File: src/rtl/stage_memory_pkg.sv
// Shared RISC-V load/store definitions for the memory stage: funct3 encodings,
// FSM state type, byte-enable patterns and access legality helpers.
package stage_memory_pkg;

    localparam logic [2:0] F3_LB  = 3'b000;
    localparam logic [2:0] F3_LH  = 3'b001;
    localparam logic [2:0] F3_LW  = 3'b010;
    localparam logic [2:0] F3_LBU = 3'b100;
    localparam logic [2:0] F3_LHU = 3'b101;
    localparam logic [2:0] F3_SB  = 3'b000;
    localparam logic [2:0] F3_SH  = 3'b001;
    localparam logic [2:0] F3_SW  = 3'b010;

    localparam logic [3:0] BE_BYTE = 4'b0001;
    localparam logic [3:0] BE_HALF = 4'b0011;
    localparam logic [3:0] BE_WORD = 4'b1111;

    typedef enum logic {
        ST_IDLE,
        ST_ACCESS
    } mem_state_t;

    function automatic logic funct3_legal(input logic [2:0] funct3, input logic is_store);
        if (is_store)
            return (funct3 == F3_SB) || (funct3 == F3_SH) || (funct3 == F3_SW);
        return (funct3 == F3_LB) || (funct3 == F3_LH) || (funct3 == F3_LW) ||
               (funct3 == F3_LBU) || (funct3 == F3_LHU);
    endfunction

    function automatic logic is_misaligned(input logic [1:0] size, input logic [1:0] offset);
        case (size)
            2'b01:   return offset[0];
            2'b10:   return offset != 2'b00;
            default: return 1'b0;
        endcase
    endfunction

    // Drops the low address bits a half or word access cannot legally use.
    function automatic logic [1:0] align_offset(input logic [1:0] size, input logic [1:0] offset);
        case (size)
            2'b01:   return {offset[1], 1'b0};
            2'b10:   return 2'b00;
            default: return offset;
        endcase
    endfunction

endpackage

File: src/rtl/stage_memory_load_store_align.sv
// Combinational lane steering for the memory stage: byte enables, store data
// replication and load lane selection with sign/zero extension.
module load_store_align
    import stage_memory_pkg::*;
(
    input  logic [2:0]  funct3,
    input  logic [1:0]  offset,
    input  logic [31:0] store_data,
    input  logic [31:0] read_data,
    output logic [3:0]  byte_en,
    output logic [31:0] write_data,
    output logic [31:0] load_value
);

    logic [7:0]  read_byte;
    logic [15:0] read_half;
    logic        zero_ext;

    assign read_byte = read_data[{offset, 3'b000} +: 8];
    assign read_half = read_data[{offset[1], 4'b0000} +: 16];
    assign zero_ext  = funct3[2];

    always_comb begin
        byte_en    = BE_WORD;
        write_data = store_data;
        load_value = read_data;
        case (funct3[1:0])
            2'b00: begin
                byte_en    = BE_BYTE << offset;
                write_data = {4{store_data[7:0]}};
                load_value = zero_ext ? {24'h0, read_byte} : {{24{read_byte[7]}}, read_byte};
            end
            2'b01: begin
                byte_en    = BE_HALF << {offset[1], 1'b0};
                write_data = {2{store_data[15:0]}};
                load_value = zero_ext ? {16'h0, read_half} : {{16{read_half[15]}}, read_half};
            end
            default: begin
            end
        endcase
    end

endmodule

File: src/rtl/stage_memory.sv
// Pipeline memory stage: issues one bus transaction per load/store, stalls
// upstream until ack or timeout. Define MISALIGNED_TRAP_EN to fault misaligned accesses.
module stage_memory
    import stage_memory_pkg::*;
#(
    parameter int BUS_TIMEOUT_CYCLES = 256
) (
    input  logic        i_Clock,
    input  logic        i_Reset_n,
    input  logic        i_MemRead,
    input  logic        i_MemWrite,
    input  logic [31:0] i_Address,
    input  logic [31:0] i_StoreData,
    input  logic [2:0]  i_Funct3,
    input  logic [4:0]  i_rd,
    input  logic        i_RegWrite,
    output logic        o_BusReq,
    output logic        o_BusWrite,
    output logic [31:0] o_BusAddr,
    output logic [31:0] o_BusWData,
    output logic [3:0]  o_BusByteEn,
    input  logic        i_BusAck,
    input  logic [31:0] i_BusRData,
    output logic [31:0] o_WritebackValue,
    output logic [4:0]  o_rd,
    output logic        o_RegWrite,
    output logic        o_Stall,
    output logic        o_Exception
);

    localparam int CW = $clog2(BUS_TIMEOUT_CYCLES) + 1;

    mem_state_t    state;
    mem_state_t    next_state;
    logic [CW-1:0] count;

    logic        is_request;
    logic        access_bad;
    logic        misaligned_fault;
    logic        fault;
    logic        start;
    logic        ack_hit;
    logic        timeout_hit;
    logic [1:0]  req_offset;

    logic [2:0]  lat_funct3;
    logic [1:0]  lat_offset;
    logic [4:0]  lat_rd;
    logic        lat_regwrite;
    logic        lat_store;

    logic [2:0]  align_funct3;
    logic [1:0]  align_off;
    logic [3:0]  align_be;
    logic [31:0] align_wdata;
    logic [31:0] align_load;

    assign is_request = i_MemRead | i_MemWrite;

`ifdef MISALIGNED_TRAP_EN
    assign misaligned_fault = is_misaligned(i_Funct3[1:0], i_Address[1:0]);
`else
    assign misaligned_fault = 1'b0;
`endif

    assign access_bad  = (i_MemRead & i_MemWrite) || !funct3_legal(i_Funct3, i_MemWrite) ||
                         misaligned_fault;
    assign fault       = (state == ST_IDLE) && is_request && access_bad;
    assign start       = (state == ST_IDLE) && is_request && !access_bad;
    assign ack_hit     = (state == ST_ACCESS) && i_BusAck;
    assign timeout_hit = (state == ST_ACCESS) && !i_BusAck &&
                         (count == CW'(BUS_TIMEOUT_CYCLES - 1));
    assign req_offset  = align_offset(i_Funct3[1:0], i_Address[1:0]);

    // The aligner serves the request inputs in IDLE and the latched load during ACCESS.
    assign align_funct3 = (state == ST_ACCESS) ? lat_funct3 : i_Funct3;
    assign align_off    = (state == ST_ACCESS) ? lat_offset : req_offset;

    load_store_align u_align (
        .funct3     (align_funct3),
        .offset     (align_off),
        .store_data (i_StoreData),
        .read_data  (i_BusRData),
        .byte_en    (align_be),
        .write_data (align_wdata),
        .load_value (align_load)
    );

    always_ff @(posedge i_Clock or negedge i_Reset_n) begin
        if (!i_Reset_n) state <= ST_IDLE;
        else            state <= next_state;
    end

    always_comb begin
        next_state = state;
        case (state)
            ST_IDLE:   if (start) next_state = ST_ACCESS;
            ST_ACCESS: if (ack_hit || timeout_hit) next_state = ST_IDLE;
            default:   next_state = ST_IDLE;
        endcase
    end

    always_comb begin
        o_Stall = 1'b0;
        case (state)
            ST_IDLE:   o_Stall = start;
            ST_ACCESS: o_Stall = !(i_BusAck || timeout_hit);
            default:   o_Stall = 1'b0;
        endcase
    end

    always_ff @(posedge i_Clock or negedge i_Reset_n) begin
        if (!i_Reset_n)
            count <= '0;
        else if (state == ST_ACCESS && next_state == ST_ACCESS)
            count <= count + CW'(1);
        else
            count <= '0;
    end

    // Bus outputs are loaded once at request time so they stay stable through ACCESS.
    always_ff @(posedge i_Clock or negedge i_Reset_n) begin
        if (!i_Reset_n) begin
            o_BusReq     <= 1'b0;
            o_BusWrite   <= 1'b0;
            o_BusAddr    <= '0;
            o_BusWData   <= '0;
            o_BusByteEn  <= '0;
            lat_funct3   <= '0;
            lat_offset   <= '0;
            lat_rd       <= '0;
            lat_regwrite <= 1'b0;
            lat_store    <= 1'b0;
        end else if (start) begin
            o_BusReq     <= 1'b1;
            o_BusWrite   <= i_MemWrite;
            o_BusAddr    <= {i_Address[31:2], 2'b00};
            o_BusWData   <= align_wdata;
            o_BusByteEn  <= align_be;
            lat_funct3   <= i_Funct3;
            lat_offset   <= req_offset;
            lat_rd       <= i_rd;
            lat_regwrite <= i_RegWrite;
            lat_store    <= i_MemWrite;
        end else if (ack_hit || timeout_hit) begin
            o_BusReq <= 1'b0;
        end
    end

    always_ff @(posedge i_Clock or negedge i_Reset_n) begin
        if (!i_Reset_n) begin
            o_WritebackValue <= '0;
            o_rd             <= '0;
            o_RegWrite       <= 1'b0;
            o_Exception      <= 1'b0;
        end else begin
            o_Exception <= fault | timeout_hit;
            if (state == ST_IDLE) begin
                if (fault || start) begin
                    o_RegWrite <= 1'b0;
                end else begin
                    o_WritebackValue <= i_Address;
                    o_rd             <= i_rd;
                    o_RegWrite       <= i_RegWrite;
                end
            end else if (ack_hit) begin
                o_rd       <= lat_rd;
                o_RegWrite <= lat_regwrite & ~lat_store;
                if (!lat_store) o_WritebackValue <= align_load;
            end else begin
                o_RegWrite <= 1'b0;
            end
        end
    end

endmodule

File: config.mk
export PLATFORM = sky130hd
export DESIGN_NAME = stage_memory
export DESIGN_NICKNAME = d
export VERILOG_FILES = /design/src/rtl/stage_memory_pkg.sv /design/src/rtl/stage_memory_load_store_align.sv /design/src/rtl/stage_memory.sv
export SDC_FILE = /design/constraint.sdc
export NUM_CORES = 1
export LEC_CHECK = 0
export ABC_AREA = 0
export CAP_MARGIN = 20
export CORE_ASPECT_RATIO = 2
export CORE_UTILIZATION = 35
export CTS_BUF_LIST = sky130_fd_sc_hd__clkbuf_4
export DETAILED_ROUTE_END_ITERATION = 10
export GPL_TIMING_DRIVEN = 0
export PLACE_DENSITY = 0.63
export SYNTH_ARGS = -nofsm -noshare
export SYNTH_HDL_FRONTEND = slang
export SYNTH_SLANG_ARGS = --single-unit
File: constraint.sdc
create_clock -name i_Clock -period 2.5 [get_ports i_Clock]
set_input_delay 0.25 -clock i_Clock [delete_from_list [all_inputs] [get_ports i_Clock]]
set_output_delay 0.25 -clock i_Clock [all_outputs]
set_load 0.1 [all_outputs]
==> impl_metrics.toml <==
[yosys]
ys_seq_area_frac = 0.4951
mux_contribution_to_synthesized_area = 0.02031
yosys_warnings = 0
async_reset_ff_frac = 1.000
synthesis.area_mm2 = 0.006470
largest_family_of_logic_cells_by_synthesized_area = "simple AND/OR/NAND/NOR gates"
post_synth.cell_area_avg_um2 = 8.827
post_synthesis_xor_xnor_area_fraction = 0.008122
postSynthRegisterBits = 128
synth_simple_gate_area_frac = 0.2212
post_synth_inst_count = 733
synth_compound_gate_area_share = 0.1996
synth.lib_cells_used.distinct = 61
synth_fa_ha_area_frac = 0.009669
synth_ff_type = "sky130_fd_sc_hd__dfrtp_1"
synth-edff-count = 0

[worst_setup_path]
worst_path_largest_cell_delay_ps = 450
worstSetupPathType = "reg -> out"
ff2ff_setup_slack_ps = 170
crit_path_cell_trace = "buf_8 > or3_4 > clkbuf_8 > clkbuf_16 > nand2_2 > buf_12"
critPathCaptureType = "primary output"
crit_required_ps = 2250
startpoint_type = "register"
worstPathMaxFanout = 19
critPathBufInv = 4
worstSetupStartpoint = "state"
critPathArrivalTime_ps = 2170
worst_r2r_startpoint = "state"
r2r_cells = 7
critPathTopFamily = "buffers and inverters"
crit_end = "o_Stall"
worst_r2r_endpoint = "o_WritebackValue[31]"
worstSetupPathDepth = 6
critical_path.slowest_cell = "sky130_fd_sc_hd__dfrtp_2"

[clocking]
worst_skew_pair_later_pin_latency_ps = 580
number_of_buffers_created_by_cts = 17
cts-htree-levels = 4
cts_sinks = 128
clockBufferDepth = 2
root_buffer_cell = "sky130_fd_sc_hd__clkbuf_4"
clk_transition_reported_paths_ps = 130
cts_tree = "built"

[floorplan]
die_y_um = 194.3
fp-row-count = 70
placeableCoreArea_mm2 = 0.01822
die_width_um = 98.14
top_level_ports = 220
floorplan.initialDensity = 0.3552
die_area_mm2 = 0.01907

[sta]
min_period_ps = 2422
report.final.setup_viol = 0
fmaxAchievable_mhz = 412.9
max_slew_margin = 0.3061
slew_at_the_pin_closest_to_its_max_slew_limit_ps = 1038
finalHoldViolCount = 0
final.setup_skew_ps = 17.62
setup-tns-final_ps = 0
report.final.slew_viol_count = 0
timing.final.crit_share = 0.9688

[detailed_routing]
routed_wirelength_um = 24680
first_pass_iters = 10
dr_total_vias = 6477
vias_per_cell = 5.357
drt_first_iter_violations = 329
drc = 17
ant_nets = 0
routedWlPerCell_um = 20.42

[finish]
final-instance-count-excl-fill = 1209
final_net_count = 1094
flow.area_growth_from_synthesis_pct = 46.78
fin_area_mm2 = 0.009497
fraction_of_final_layout_cells_with_drive_strength_greater_than_1 = 0.1109
layout_common_cells = "220 x sky130_fd_sc_hd__nand2_1, 214 x sky130_fd_sc_hd__clkdlybuf4s50_1, 127 x sky130_fd_sc_hd__dfrtp_1, 52 x sky130_fd_sc_hd__nor2_1, 42 x sky130_fd_sc_hd__o21ai_0"
seqCellArea_mm2 = 0.003204
layout_commonest_cell = "sky130_fd_sc_hd__nand2_1"
multi_input_area_mm2 = 0.003075
fillerInstances = 1758

[grt]
leftover_overflow_at_the_end_of_global_routing = 0
grt.total_usage = 0.2668
vias_in_the_first_global_route = 6730
grt_pass1_wl_um = 38070
antenna_violations_before_repair = 1
pin_count_of_the_biggest_net_entering_global_routing = 80

[flow_run]
drv.max_cap_violation_count = 0

[pwr]
seq_power_share = 0.248
leakagePower_nw = 4.178
internal_power_mw = 5.355
switchingPower_mw = 7.054
p_total_mw = 12.41
power_per_cell_area_mw_per_mm2 = 1307
sw_frac_of_total = 0.5684
power.share.combinational = 0.611
power.share.clock = 0.141
ir_drop_mv = 0.7637

[placement]
io_buffer_count = 217
dpl-instance-area_mm2 = 0.008947
gp_congestion = 0.9061
dpl.hpwl_um = 18980
placedCellCount = 1168

[outcome]
run_status = "finished, violations left"
violations = "DRC"

[worst_hold_path]
worst_hold_path_type = "in -> async"
## power by group through the flow
stage                     combinational [mW]  sequential, mW  clock, mW
final                                   7.59            3.08       1.75
after global routing                    7.87            3.15       1.87
after CTS                               7.61            3.08       1.79
after detailed placement                7.56            3.12          0
after global placement                  7.54            3.11          0
after floorplan                         1.30            7.33          0
## state kept, by name (all words and copies together) (netlist names)
name and flops:
lat_offset 2, o_Exception 1, lat_regwrite 1, count 9, o_WritebackValue 32, lat_store 1
o_RegWrite 1, o_BusAddr 30, o_BusWData 32, o_rd 5, o_BusByteEn 4, lat_funct3 3
o_BusReq 1, state 1, lat_rd 5
## stage by stage
step,hold slack [ps],setup WS (ps),utilization
after floorplan,-45.59,33.87,-
after CTS,157.8,8.800,0.5170
final,166.6,77.97,0.5213
after global routing,167.7,-18.58,0.5213
after global placement,457.5,-4234,0.4896
after detailed placement,225.9,-1948,0.4911
## cells in the mapped netlist (all sizes together) (3+ instances only)
cell type  instances  area share
o22ai              3      0.0029
o21ai             51       0.040
nand2            223        0.13
a22oi             31       0.044
a21oi             33       0.027
or3                9      0.0087
clkbuf            24       0.014
buf               26       0.027
a31oi             26       0.025
a221oi             7      0.0095
xnor2              3      0.0041
nor3              17       0.015
dfrtp            128        0.50
ha                 5      0.0097
inv                8      0.0046
mux2i             12       0.019
nor2b              3      0.0029
o31ai              3      0.0064
nor2              54       0.031
a21boi             4      0.0075
a211oi             4      0.0046
nand3b             3      0.0035
a211o              8       0.011
a2111o             6       0.010
nand2b             4      0.0039
nand3              7      0.0054
xor2               3      0.0041
## kinds of logic after synthesis
logic type      Yosys count
simple gates            337
compound gates          185
flops                   128
buf+inv                  58
mux                      13
xor+xnor                  6
fa+ha+maj                 5
other cells               1
## cell type report
class / instances / share of cell area
sequential: 128 / 0.3374
multi-input combinational: 548 / 0.3238
buffer: 49 / 0.03070
inverter: 8 / 0.003162
timing repair buffer: 227 / 0.2401
clock inverter: 15 / 0.02266
clock buffer: 17 / 0.01344
antenna: 1 / 0.0002635
tap: 216 / 0.02846
## layer usage
| metal | routed length (um) | GRT usage | part of all wire | vias to the layer above |
|---|---|---|---|---|
| met5 | 0 | 0 | 0 | - |
| met4 | 1425 | 0.1570 | 0.058 | 0 |
| met3 | 1399 | 0.05299 | 0.057 | 63 |
| met2 | 13500 | 0.5026 | 0.55 | 267 |
| met1 | 8357 | 0.2641 | 0.34 | 3113 |
| li1 | - | - | - | 3034 |
## timing repair
item                                    CTS  global route
gates resized for setup                  31            13
cloned                                    0             0
endpoints found under the setup margin   67             2
endpoints found under the hold margin    49             0
pin swaps                                 4             3
hold buffers                              1             0
setup buffers                             5             3
## worst min-delay path by stage
stage,start,to,slack (ps),cells after the start
after floorplan,i_Reset_n,count[0],-50,0
after global placement,o_BusAddr[13],o_BusAddr[13],460,2
after detailed placement,i_Reset_n,o_BusAddr[8],230,1
after CTS,i_Reset_n,o_BusWData[4],160,2
after global routing,i_Reset_n,o_BusAddr[8],170,2
final,i_Reset_n,o_BusAddr[8],170,2
## worst reg2reg max path: stages, from the launching register on
cell	delay [ps]
sky130_fd_sc_hd__dfrtp_2	450
sky130_fd_sc_hd__buf_4	170
sky130_fd_sc_hd__or3_1	360
sky130_fd_sc_hd__clkbuf_1	160
sky130_fd_sc_hd__nand2_1	270
sky130_fd_sc_hd__buf_2	300
sky130_fd_sc_hd__o21ai_0	300
sky130_fd_sc_hd__a22oi_2	250
Power figures use the tool's default switching activity.
